==> src/rtl/cmp_iter.sv <==
// cmp_iter: multi-cycle branch/magnitude comparator for the MIPS pipeline.
// Walks the operands one SLICE-bit slice per cycle, most-significant slice first.
module cmp_iter #(
  parameter int WIDTH = 32,
  parameter int SLICE = 8
) (
  input  logic             clk,
  input  logic             reset_n,
  input  logic             start,
  input  logic             flush,
  input  logic [3:0]       op,
  input  logic [WIDTH-1:0] A,
  input  logic [WIDTH-1:0] B,
  output logic             busy,
  output logic             done,
  output logic             cmp
);

  localparam int N  = WIDTH / SLICE;
  localparam int CW = $clog2(N) + 1;

  typedef enum logic [1:0] {
    S_IDLE = 2'd0,
    S_BUSY = 2'd1,
    S_DONE = 2'd2
  } state_t;

  state_t           r_state;
  logic [WIDTH-1:0] r_a;
  logic [WIDTH-1:0] r_b;
  logic [3:0]       r_op;
  logic [CW-1:0]    r_cnt;
  logic             r_eq_acc;
  logic             r_az_acc;
  logic             r_bz_acc;
  logic             r_dec;
  logic             r_lt_acc;
  logic             r_sign_a;
  logic             r_busy;
  logic             r_done;
  logic             r_cmp;

  logic [SLICE-1:0] w_a_sl;
  logic [SLICE-1:0] w_b_sl;
  logic [SLICE-1:0] w_a_mag;
  logic [SLICE-1:0] w_b_mag;
  logic             w_signed_step;
  logic             w_diff;
  logic             w_eq_n;
  logic             w_az_n;
  logic             w_bz_n;
  logic             w_dec_n;
  logic             w_lt_n;

  function automatic logic f_result(input logic [3:0] fop, input logic eq, input logic az,
                                    input logic bz, input logic lt, input logic sa);
    logic res;
    case (fop)
      4'd0:    res = eq;
      4'd1:    res = ~eq;
      4'd2:    res = ~sa & ~az;
      4'd3:    res = ~sa;
      4'd4:    res = sa;
      4'd5:    res = sa | az;
      4'd6:    res = bz;
      4'd7:    res = ~bz;
      4'd8:    res = lt;
      4'd9:    res = ~lt;
      4'd10:   res = lt;
      4'd11:   res = ~lt;
      default: res = 1'b0;
    endcase
    return res;
  endfunction

  // Slice step: the operand copies shift left, so the current slice is always on top.
  always_comb begin
    w_a_sl        = r_a[WIDTH-1 -: SLICE];
    w_b_sl        = r_b[WIDTH-1 -: SLICE];
    w_signed_step = (r_cnt == CW'(0)) && ((r_op == 4'd8) || (r_op == 4'd9));
    w_a_mag       = w_a_sl;
    w_b_mag       = w_b_sl;
    // Flipping both sign bits turns the signed top slice into an unsigned compare.
    if (w_signed_step) begin
      w_a_mag[SLICE-1] = ~w_a_sl[SLICE-1];
      w_b_mag[SLICE-1] = ~w_b_sl[SLICE-1];
    end else begin
      w_a_mag = w_a_sl;
      w_b_mag = w_b_sl;
    end
    w_diff  = (w_a_sl != w_b_sl);
    w_eq_n  = r_eq_acc & ~w_diff;
    w_az_n  = r_az_acc & (w_a_sl == {SLICE{1'b0}});
    w_bz_n  = r_bz_acc & (w_b_sl == {SLICE{1'b0}});
    w_dec_n = r_dec | w_diff;
    if (!r_dec && w_diff) begin
      w_lt_n = (w_a_mag < w_b_mag);
    end else begin
      w_lt_n = r_lt_acc;
    end
  end

  // Control FSM, accumulators and registered outputs.
  always_ff @(posedge clk or negedge reset_n) begin
    if (!reset_n) begin
      r_state  <= S_IDLE;
      r_a      <= {WIDTH{1'b0}};
      r_b      <= {WIDTH{1'b0}};
      r_op     <= 4'd0;
      r_cnt    <= CW'(0);
      r_eq_acc <= 1'b1;
      r_az_acc <= 1'b1;
      r_bz_acc <= 1'b1;
      r_dec    <= 1'b0;
      r_lt_acc <= 1'b0;
      r_sign_a <= 1'b0;
      r_busy   <= 1'b0;
      r_done   <= 1'b0;
      r_cmp    <= 1'b0;
    end else if (flush) begin
      r_state <= S_IDLE;
      r_busy  <= 1'b0;
      r_done  <= 1'b0;
    end else begin
      case (r_state)
        S_IDLE, S_DONE: begin
          r_done <= 1'b0;
          if (start) begin
            r_a      <= A;
            r_b      <= B;
            r_op     <= op;
            r_sign_a <= A[WIDTH-1];
            r_cnt    <= CW'(0);
            r_eq_acc <= 1'b1;
            r_az_acc <= 1'b1;
            r_bz_acc <= 1'b1;
            r_dec    <= 1'b0;
            r_lt_acc <= 1'b0;
            r_busy   <= 1'b1;
            r_state  <= S_BUSY;
          end else begin
            r_busy  <= 1'b0;
            r_state <= S_IDLE;
          end
        end
        S_BUSY: begin
          r_a      <= r_a << SLICE;
          r_b      <= r_b << SLICE;
          r_cnt    <= r_cnt + CW'(1);
          r_eq_acc <= w_eq_n;
          r_az_acc <= w_az_n;
          r_bz_acc <= w_bz_n;
          r_dec    <= w_dec_n;
          r_lt_acc <= w_lt_n;
          if (r_cnt == CW'(N - 1)) begin
            r_cmp   <= f_result(r_op, w_eq_n, w_az_n, w_bz_n, w_dec_n & w_lt_n, r_sign_a);
            r_busy  <= 1'b0;
            r_done  <= 1'b1;
            r_state <= S_DONE;
          end else begin
            r_busy  <= 1'b1;
            r_state <= S_BUSY;
          end
        end
        default: begin
          r_busy  <= 1'b0;
          r_done  <= 1'b0;
          r_state <= S_IDLE;
        end
      endcase
    end
  end

  assign busy = r_busy;
  assign done = r_done;
  assign cmp  = r_cmp;

endmodule

==> config.mk <==
export PLATFORM = sky130hd
export DESIGN_NAME = cmp_iter
export DESIGN_NICKNAME = d
export VERILOG_FILES = /design/src/rtl/cmp_iter.sv
export SDC_FILE = /design/constraint.sdc
export NUM_CORES = 1
export LEC_CHECK = 0
export BUFFER_PORTS_ARGS = -buffer_cell sky130_fd_sc_hd__buf_2
export CORE_MARGIN = 4
export CORE_UTILIZATION = 40
export DETAILED_ROUTE_END_ITERATION = 10
export GPL_ROUTABILITY_DRIVEN = 0
export HOLD_SLACK_MARGIN = 0.02
export RECOVER_POWER = 25
export SETUP_SLACK_MARGIN = 0.15
export SLEW_MARGIN = 20
export SYNTH_ARGS = -nofsm -noshare
export SYNTH_HDL_FRONTEND = slang
export SYNTH_SLANG_ARGS = --single-unit
==> constraint.sdc <==
create_clock -name clk -period 3.3 [get_ports clk]
set_input_delay 0.165 -clock clk [delete_from_list [all_inputs] [get_ports clk]]
set_output_delay 0.165 -clock clk [all_outputs]
set_load 0.01 [all_outputs]
==> run metrics, run 1 <==
row cnt=35; Slew @ Worst Pin=1970 ps; final worst path period share=0.628; Setup crit end kind=async pin; synth warn=0; CTS sink count=81; reg2reg start=r_state[0]; R2R cell count=4; Nets=520; register area share after synthesis=0.520; Slew Viols, Final=between 80 and 90; worst hold path class=primary input to flop; initial DRC count=136; DR WL/cell=14.9 µm; core footprint=around 9400 µm²; Layout area overhead=19.3%; dpl cells=between 500 and 600; Pre-antenna DRT Iters=4; Critical Path Fanout Max=81; Fmax=slightly below 0.5 GHz; cell count after synthesis=about 370; number of synthesized flops with an enable pin=0; Final ANT Viol Nets=0; worst path required time=3370 ps; Netlist cell types=48; I/O pin cnt=75; root buf cell=clkbuf_8; clk_skew=6.86 ps; CP max stage cell=clkbuf_2; grt total ovfl=0; first-pass GRT wire length=approximately 14 mm; Arr. time, crit path=2140 ps; Routed WL=about 8.5 mm; crit start category=primary input; Buf/Inv on CP=2; post-synth top area share=0.500; most common cell in the netlist=dfrtp_1; htree depth=3; failing checks=max-capacitance violations, max-slew violations; CTS Buf Count=9; pwr dens=approximately 700 nW/µm²; synthesized area=3910 µm²; CTS tree=built; main area contributors after synthesis=dfrtp_1, mux2i_1, o21ai_1, nand2_1, a22o_1; Hold Path Cell Cnt=3; overall routing resource usage=0.153; Die X=107 µm; Initial Util=0.417; port bufs=74; Vias/cell=between 5 and 6; Worst VDD drop=0.000315 V; initial antenna violation count=0; DR DRC count=0; Final min period=roughly 2100 ps; clock transition at the registers of the reported paths=80 ps; final setup fails=0; cell taking the most area after synthesis=dfrtp_1; filler cell count in the final layout=916; die area=around 11000 µm²; vias in the first global route=2847; number of cells on the critical path=2; worst-skew pair later-pin latency=between 300 and 400 ps; slowest stage delay, CP=1400 ps; largest net degree at the start of global routing=82; Avg Inst Size Synth=10.6 µm²; layout cells sized above 1=0.246; Hold Slack=29.7 ps; final hold violations=0; via count=between 2000 and 3000; Top FF cell, synth=dfrtp_1; Hold Path Sink=r_op[3]; r2r endpoint=r_b[30]; unrepaired setup endpoints after global routing=no; Final TNS setup=0 ps; CP Cell Sequence=dlygate4sd3_1 > clkbuf_2; worst relative slew slack=-0.315; outcome=finished with violations; worst setup path category=primary input to async pin; post-cts resize count=0; synthesized flop and latch total=81; r2r setup slk=about 1500 ps; n_diodes=0; leak pwr=approximately 2.2 nW; MaxCap Viol Count=1; fraction of registers with async set/reset=1.00; Top Family by Delay on Critical Path=buffers and inverters; hold_sp=op[3]; fin cells=572; hpwl dp=5.91 mm; Die Y=around 110 µm; syn_nets=449; buffer levels on the longest clock path=2; Post-synth top cells=dfrtp_1, nand2_1, o21ai_1, mux2i_1, a22o_1
## worst register-to-register path, delay by kind of cell (launching register included)
kind / cells / cell delay (ps)
buffers and inverters: 1 / 630
AND/OR/NAND/NOR: 1 / 180
multiplexers: 1 / 400
AO/OA/AOI/OAI: 1 / 90
flip-flops: 1 / 430
## cells by family after synthesis
family / share of synthesized area
flops: 0.520
fa+ha+maj: 0.0320
mux: 0.140
buf+inv: 0.0458
simple gates: 0.116
xor+xnor: 0.00224
compound gates: 0.144
## per-stage QoR
step | cell area, µm² | utilization | worst slack [ps] | total power [mW]
finish | 4660 | 0.497 | 1230 | 3.25
global route | 4660 | 0.497 | 783 | 3.47
CTS | 4660 | 0.497 | 1410 | 3.28
detailed placement | 4370 | 0.466 | 1440 | 2.36
global placement | 4370 | 0.466 | 1440 | 2.32
floorplan | 3910 | - | 1610 | 2.11
## state kept, by name (all words and copies together) (netlist names)
| register | cells |
|---|---|
| cmp | 1 |
| done | 1 |
| r_a | 32 |
| r_az_acc | 1 |
| r_b | 32 |
| r_bz_acc | 1 |
| r_cnt | 3 |
| r_dec | 1 |
| r_eq_acc | 1 |
| r_lt_acc | 1 |
| r_op | 4 |
| r_sign_a | 1 |
| r_state | 2 |
## layout by cell type (no fill, tap or decap), types with 2 or more instances in the layout
master and n:
buf_2 73, dfstp_2 3, nor2_1 9, mux2_2 5, dlygate4sd3_1 4, nand4_1 3, nand4b_1 3, buf_4 4
o21ai_1 51, nand3_1 3, a22o_1 16, ha_1 10, o21ai_0 4, dfrtp_1 78, o21a_1 2, nor2b_4 2
inv_1 15, a21oi_1 4, a211o_1 2, nor3_1 3, bufinv_16 3, nand2b_1 2, clkbuf_8 11, nand2_1 56
mux2i_1 49, nor4_1 3
## worst max path at each step
stage | startpoint | to
CTS | r_state[0] | r_b[30]
floorplan | r_a[29] | cmp
global route | reset_n | r_b[30]
global placement | r_state[0] | r_b[30]
detailed placement | r_state[0] | r_b[30]
finish | reset_n | r_a[2]
## power by group
group / total, mW / internal (mW) / switching [mW]
combinational: 0.842 / 0.394 / 0.448
clock: 0.916 / 0.546 / 0.370
sequential: 1.49 / 1.28 / 0.207
total: 3.25 / 2.22 / 1.02
## timing repair
item / 4_1_cts / 5_1_grt
buffers inserted: 0 / 0
hold buffers: 4 / 0
endpoints found under the hold margin: 4 / 0
## area by class of cell
class | instances | area [µm²] | share of cell area
flip-flops and latches | 81 | 2030 | 0.436
clock buffers | 12 | 155 | 0.0333
clock inverters | 4 | 98.8 | 0.0212
well taps | 129 | 161 | 0.0346
repair buffers | 82 | 440 | 0.0945
inverters | 16 | 62.6 | 0.0134
multi-input cells | 248 | 1710 | 0.367
## routing by layer
| metal | vias to the layer above | share of wire | global-route usage |
|---|---|---|---|
| met5 | - | 0 | 0 |
| met4 | 0 | 0.0098 | 0.0466 |
| met3 | 6 | 0.043 | 0.0391 |
| met2 | 59 | 0.47 | 0.229 |
| met1 | 1373 | 0.48 | 0.220 |
| li1 | 1435 | - | - |
Power figures use the tool's default switching activity.
==> run 2, diff against run 1 <==
clock period = 1.94 ns   (was 3.3 ns; I/O delays follow)
==> run 2 against run 1 <==
Against the previous run: the run now ends clean; register-to-register slack worse by 1300 ps; global-route usage is 1.1 points higher; hold slack worse by 2.5 ps; largest cell class unchanged.
==> run metrics, run 2 (synthesized netlist as in run 1, its figures left out) <==
Arr. time, crit path=2060 ps; worst relative slew slack=0.363; fin worst setup slack=155 ps; hpwl dp=5.96 mm; Final min period=approximately 1800 ps; Pre-antenna DRT Iters=4; worst setup path category=flop to flop; fin cells=608; Layout area overhead=29.8%; row cnt=35; worst-skew pair later-pin latency=350 ps; Setup crit end kind=flop; clock transition at the registers of the reported paths=roughly 80 ps; DR WL/cell=~15 µm; worst path required time=2210 ps; register area=2030 µm²; DR DRC count=0; area of the multi-input gates=1780 µm²; worst hold path class=primary input to flop; biggest regs=r_a (32), r_b (32), r_op (4); n_diodes=0; Die Y=107 µm; core footprint=9370 µm²; Final ANT Viol Nets=0; Slew Viols, Final=0; root buf cell=clkbuf_8; leak pwr=2.38 nW; buffer levels on the longest clock path=2; CTS sink count=81; crit start category=flop; CP Cell Sequence=ha_4 > a21o_1 > a211o_1 > a311oi_2 > a2bb2oi_2 > o211ai_2; Fmax=between 0.5 and 0.6 GHz; initial antenna violation count=0; Worst VDD drop=~0.00038 V; unrepaired setup endpoints after global routing=yes; pre-CTS setup slack=about 150 ps; CTS Buf Count=9; layout cells sized above 1=0.261; Nets=approximately 560; MaxCap Viol Count=0; first-pass GRT wire length=15.0 mm; Routed WL=roughly 9 mm; CP max stage cell=dfrtp_1; Vias/cell=4.95; vias in the first global route=about 3100; commonest cells after routing, fill and taps aside=dfrtp_1, buf_2, nand2_1; Final TNS setup=0 ps; CTS tree=built; dpl cells=554; filler cell count in the final layout=about 850; overall routing resource usage=0.164; Initial Util=0.417; final worst path period share=0.920; Critical Path Fanout Max=2; clk_skew=11.3 ps; largest net degree at the start of global routing=approximately 110; final setup fails=0; via count=3012; Slew @ Worst Pin=~950 ps; Die X=107 µm; I/O pin cnt=75; final hold violations=0; total power=5.47 mW; grt total ovfl=0; initial DRC count=135; pwr dens=~1100 nW/µm²; htree depth=3; commonest non-fill, non-tap cell in the layout=dfrtp_1; outcome=completed; slowest stage delay, CP=430 ps; port bufs=74; die area=11400 µm²
run 2: worst max-delay path, delay by kind of cell, from the launching register on:
| kind | cells | cell delay [ps] |
|---|---|---|
| AOI/OAI and AO/OA | 5 | 1020 |
| DFF | 1 | 430 |
| adders and majority gates | 1 | 260 |
run 2: final timing paths:
check,startpoint,endpoint,slack [ps],cells after the start
hold reg to reg,r_a[18],r_a[18],490,2
max in group asynchronous,reset_n,r_bz_acc,710,3
min in group asynchronous,reset_n,r_cnt[0],440,2
setup / recovery,r_a[29],cmp,150,6
setup reg to reg,r_a[29],cmp,150,6
hold / removal,B[23],r_b[23],30,3
run 2: power by group:
part           switching [mW]  leakage [nW]  internal, mW
clock network           0.612        0.0953         0.626
logic                   0.860          1.27         0.826
registers               0.361          1.02          2.18
run 2: per-layer routing:
metal  part of all wire  wire [µm]  track usage  up-vias
met5                  0          0            0        -
met1               0.48       4250        0.227     1428
met2               0.47       4180        0.253       57
met4              0.017        150       0.0575        0
li1                   -          -            -     1513
met3              0.037        327       0.0391       14
run 2: what timing repair did:
action / 4_1_cts / 5_1_grt
endpoints found under the hold margin: 69 / 0
gates resized for setup: 1 / 13
hold buffers: 35 / 0
setup endpoints to repair: 1 / 1
buffers inserted: 0 / 3
pin swaps: 1 / 7
run 2: area by class of cell:
cell class,count,share of cell area
Tap cell,129,0.0318
Clock buffer,11,0.0279
Timing Repair Buffer,118,0.165
Inverter,16,0.0123
Clock inverter,5,0.0109
Sequential cell,81,0.401
Multi-Input combinational cell,248,0.351
run 2: metrics by stage:
stage | cell area (µm²) | hold slack (ps) | util
2_1_floorplan | 3910 | -199 | -
3_3_place_gp | 4430 | 99.4 | 0.473
3_5_place_dp | 4430 | 101 | 0.473
4_1_cts | 4980 | 20.8 | 0.531
5_1_grt | 5070 | 23.6 | 0.541
6_report | 5070 | 27.2 | 0.541
==> run 3, diff against run 2 <==
CORE_ASPECT_RATIO = 0.75   (was unset)
CORE_UTILIZATION = 30   (was 40)
SLEW_MARGIN = unset   (was 20)
==> run 3 against run 2 <==
Against the previous run: final cell count is 3.9% higher; via count is 1.6% lower; sequential power hardly changed; die area is 31% higher; routed wire length is 4.5% higher; critical path depth is 1 higher; global-route usage is 3.5 points lower; clock skew is 5.4 ps lower; total power is 11% higher; largest cell class unchanged; highest routed layer is now met5.
==> run metrics, run 3 (synthesized netlist as in run 1, its figures left out) <==
outcome=completed; initial antenna violation count=2; row cnt=35; Placed Area=4500 µm²; unrepaired setup endpoints after global routing=yes; biggest regs=r_a (32), r_b (32), r_op (4); Final TNS setup=0 ps; commonest non-fill, non-tap cell in the layout=dfrtp_1; final worst path period share=0.908; CTS sink count=81; overall routing resource usage=0.129; total power=6.08 mW; Slew Viols, Final=0; CP max stage cell=dfrtp_1; Fmax=around 0.57 GHz; Die X=between 100 and 150 µm; worst hold path class=primary input to flop; Non-Filler Cell Area, Final=5120 µm²; worst relative slew slack=0.425; n_diodes=0; Final ANT Viol Nets=0; Slew @ Worst Pin=862 ps; grt total ovfl=0; CP Cell Sequence=inv_1 > ha_1 > nor3b_2 > o21ai_2 > a41o_1 > a211oi_2 > o211ai_2; htree depth=3; crit start category=flop; Pre-antenna DRT Iters=4; CTS Buf Count=9; Vias/cell=4.69; fin cells=about 630; die area=14900 µm²; Routed WL=9.31 mm; worst-skew pair later-pin latency=340 ps; largest net degree at the start of global routing=59; Hold Slack=29.8 ps; final hold violations=0; core footprint=12500 µm²; MaxCap Viol Count=0; final setup fails=0; layout cells sized above 1=0.275; worst path required time=2150 ps; fin worst setup slack=roughly 180 ps; root buf cell=clkbuf_16; commonest cells after routing, fill and taps aside=dfrtp_1, buf_2, nand2_1; Buf/Inv on CP=1; leak pwr=2.39 nW; Post-CTS Repair Setup Buffers=0; pre-CTS setup slack=approximately 80 ps; Finished Core Util=0.408; clk_skew=5.91 ps; vias in the first global route=3107; Worst VDD drop=approximately 0.00061 V; Top Family by Delay on Critical Path=compound AO/OA/AOI/OAI gates; slowest stage delay, CP=360 ps; CTS tree=built; clock transition at the registers of the reported paths=60 ps; pwr dens=1190 nW/µm²; initial DRC count=147; Final min period=1760 ps; Initial Util=0.312; DR WL/cell=approximately 15 µm; hpwl dp=6.77 mm; Layout area overhead=31.0%; Critical Path Fanout Max=3; port bufs=74; DR DRC count=0; Arr. time, crit path=1970 ps; dpl cells=595; Nets=544; I/O pin cnt=75; first-pass GRT wire length=15.4 mm; via count=2963; buffer levels on the longest clock path=2; worst setup path category=flop to flop; Setup crit end kind=flop; Die Y=107 µm
-- run 3: cell count changes in the layout (fill, tap and decap cells not counted), moves of 2 or more --
cell and delta:
clkbuf_8 -9, dlygate4sd3_1 -13, clkbuf_16 +9, buf_4 +2
buf_12 -2, ha_1 +2, ha_2 -2
-- run 3: tightest hold or removal path, stage by stage --
cell	delay, ps
buf_2	70
mux2i_1	50
o21ai_1	100
-- run 3: final timing paths --
check                        start  endpoint  slack (ps)  cells past startpoint
max                        r_a[24]       cmp         180                      7
min                          B[13]   r_b[13]          30                      3
max reg2reg                r_a[24]       cmp         180                      7
min reg2reg                r_a[19]   r_a[19]         480                      2
max in group asynchronous  reset_n    r_a[0]         480                      3
min in group asynchronous  reset_n   r_b[29]         420                      2
-- run 3: what timing repair did --
item / in CTS / in global routing
hold endpoints to repair: 52 / 0
hold buffers: 22 / 0
pin swaps: 5 / 4
setup endpoints to repair: 1 / 2
gates resized for setup: 8 / 9
-- run 3: cell type report --
| cell class | instances | area (µm²) |
|---|---|---|
| timing repair buffer | 106 | 691 |
| clock buffer | 10 | 239 |
| inverter | 16 | 62.6 |
| fill | 1239 | 7410 |
| multi-input combinational | 248 | 1800 |
| tap | 166 | 208 |
| sequential | 81 | 2030 |
| clock inverter | 5 | 80.1 |
-- run 3: where the power goes --
group          leakage (nW)  switching, mW  total, mW  internal (mW)
clock                 0.151          0.667       1.82           1.15
sequential             1.01          0.377       2.57           2.19
combinational          1.22          0.894       1.69          0.800
-- run 3: routing by layer --
layer / routed length (µm) / share of wire / vias to the layer above / GRT usage
li1: - / - / 1485 / -
met1: 4520 / 0.49 / 1392 / 0.174
met2: 4120 / 0.44 / 62 / 0.199
met3: 496 / 0.053 / 20 / 0.0459
met4: 144 / 0.015 / 4 / 0.0346
met5: 21 / 0.0023 / - / 0
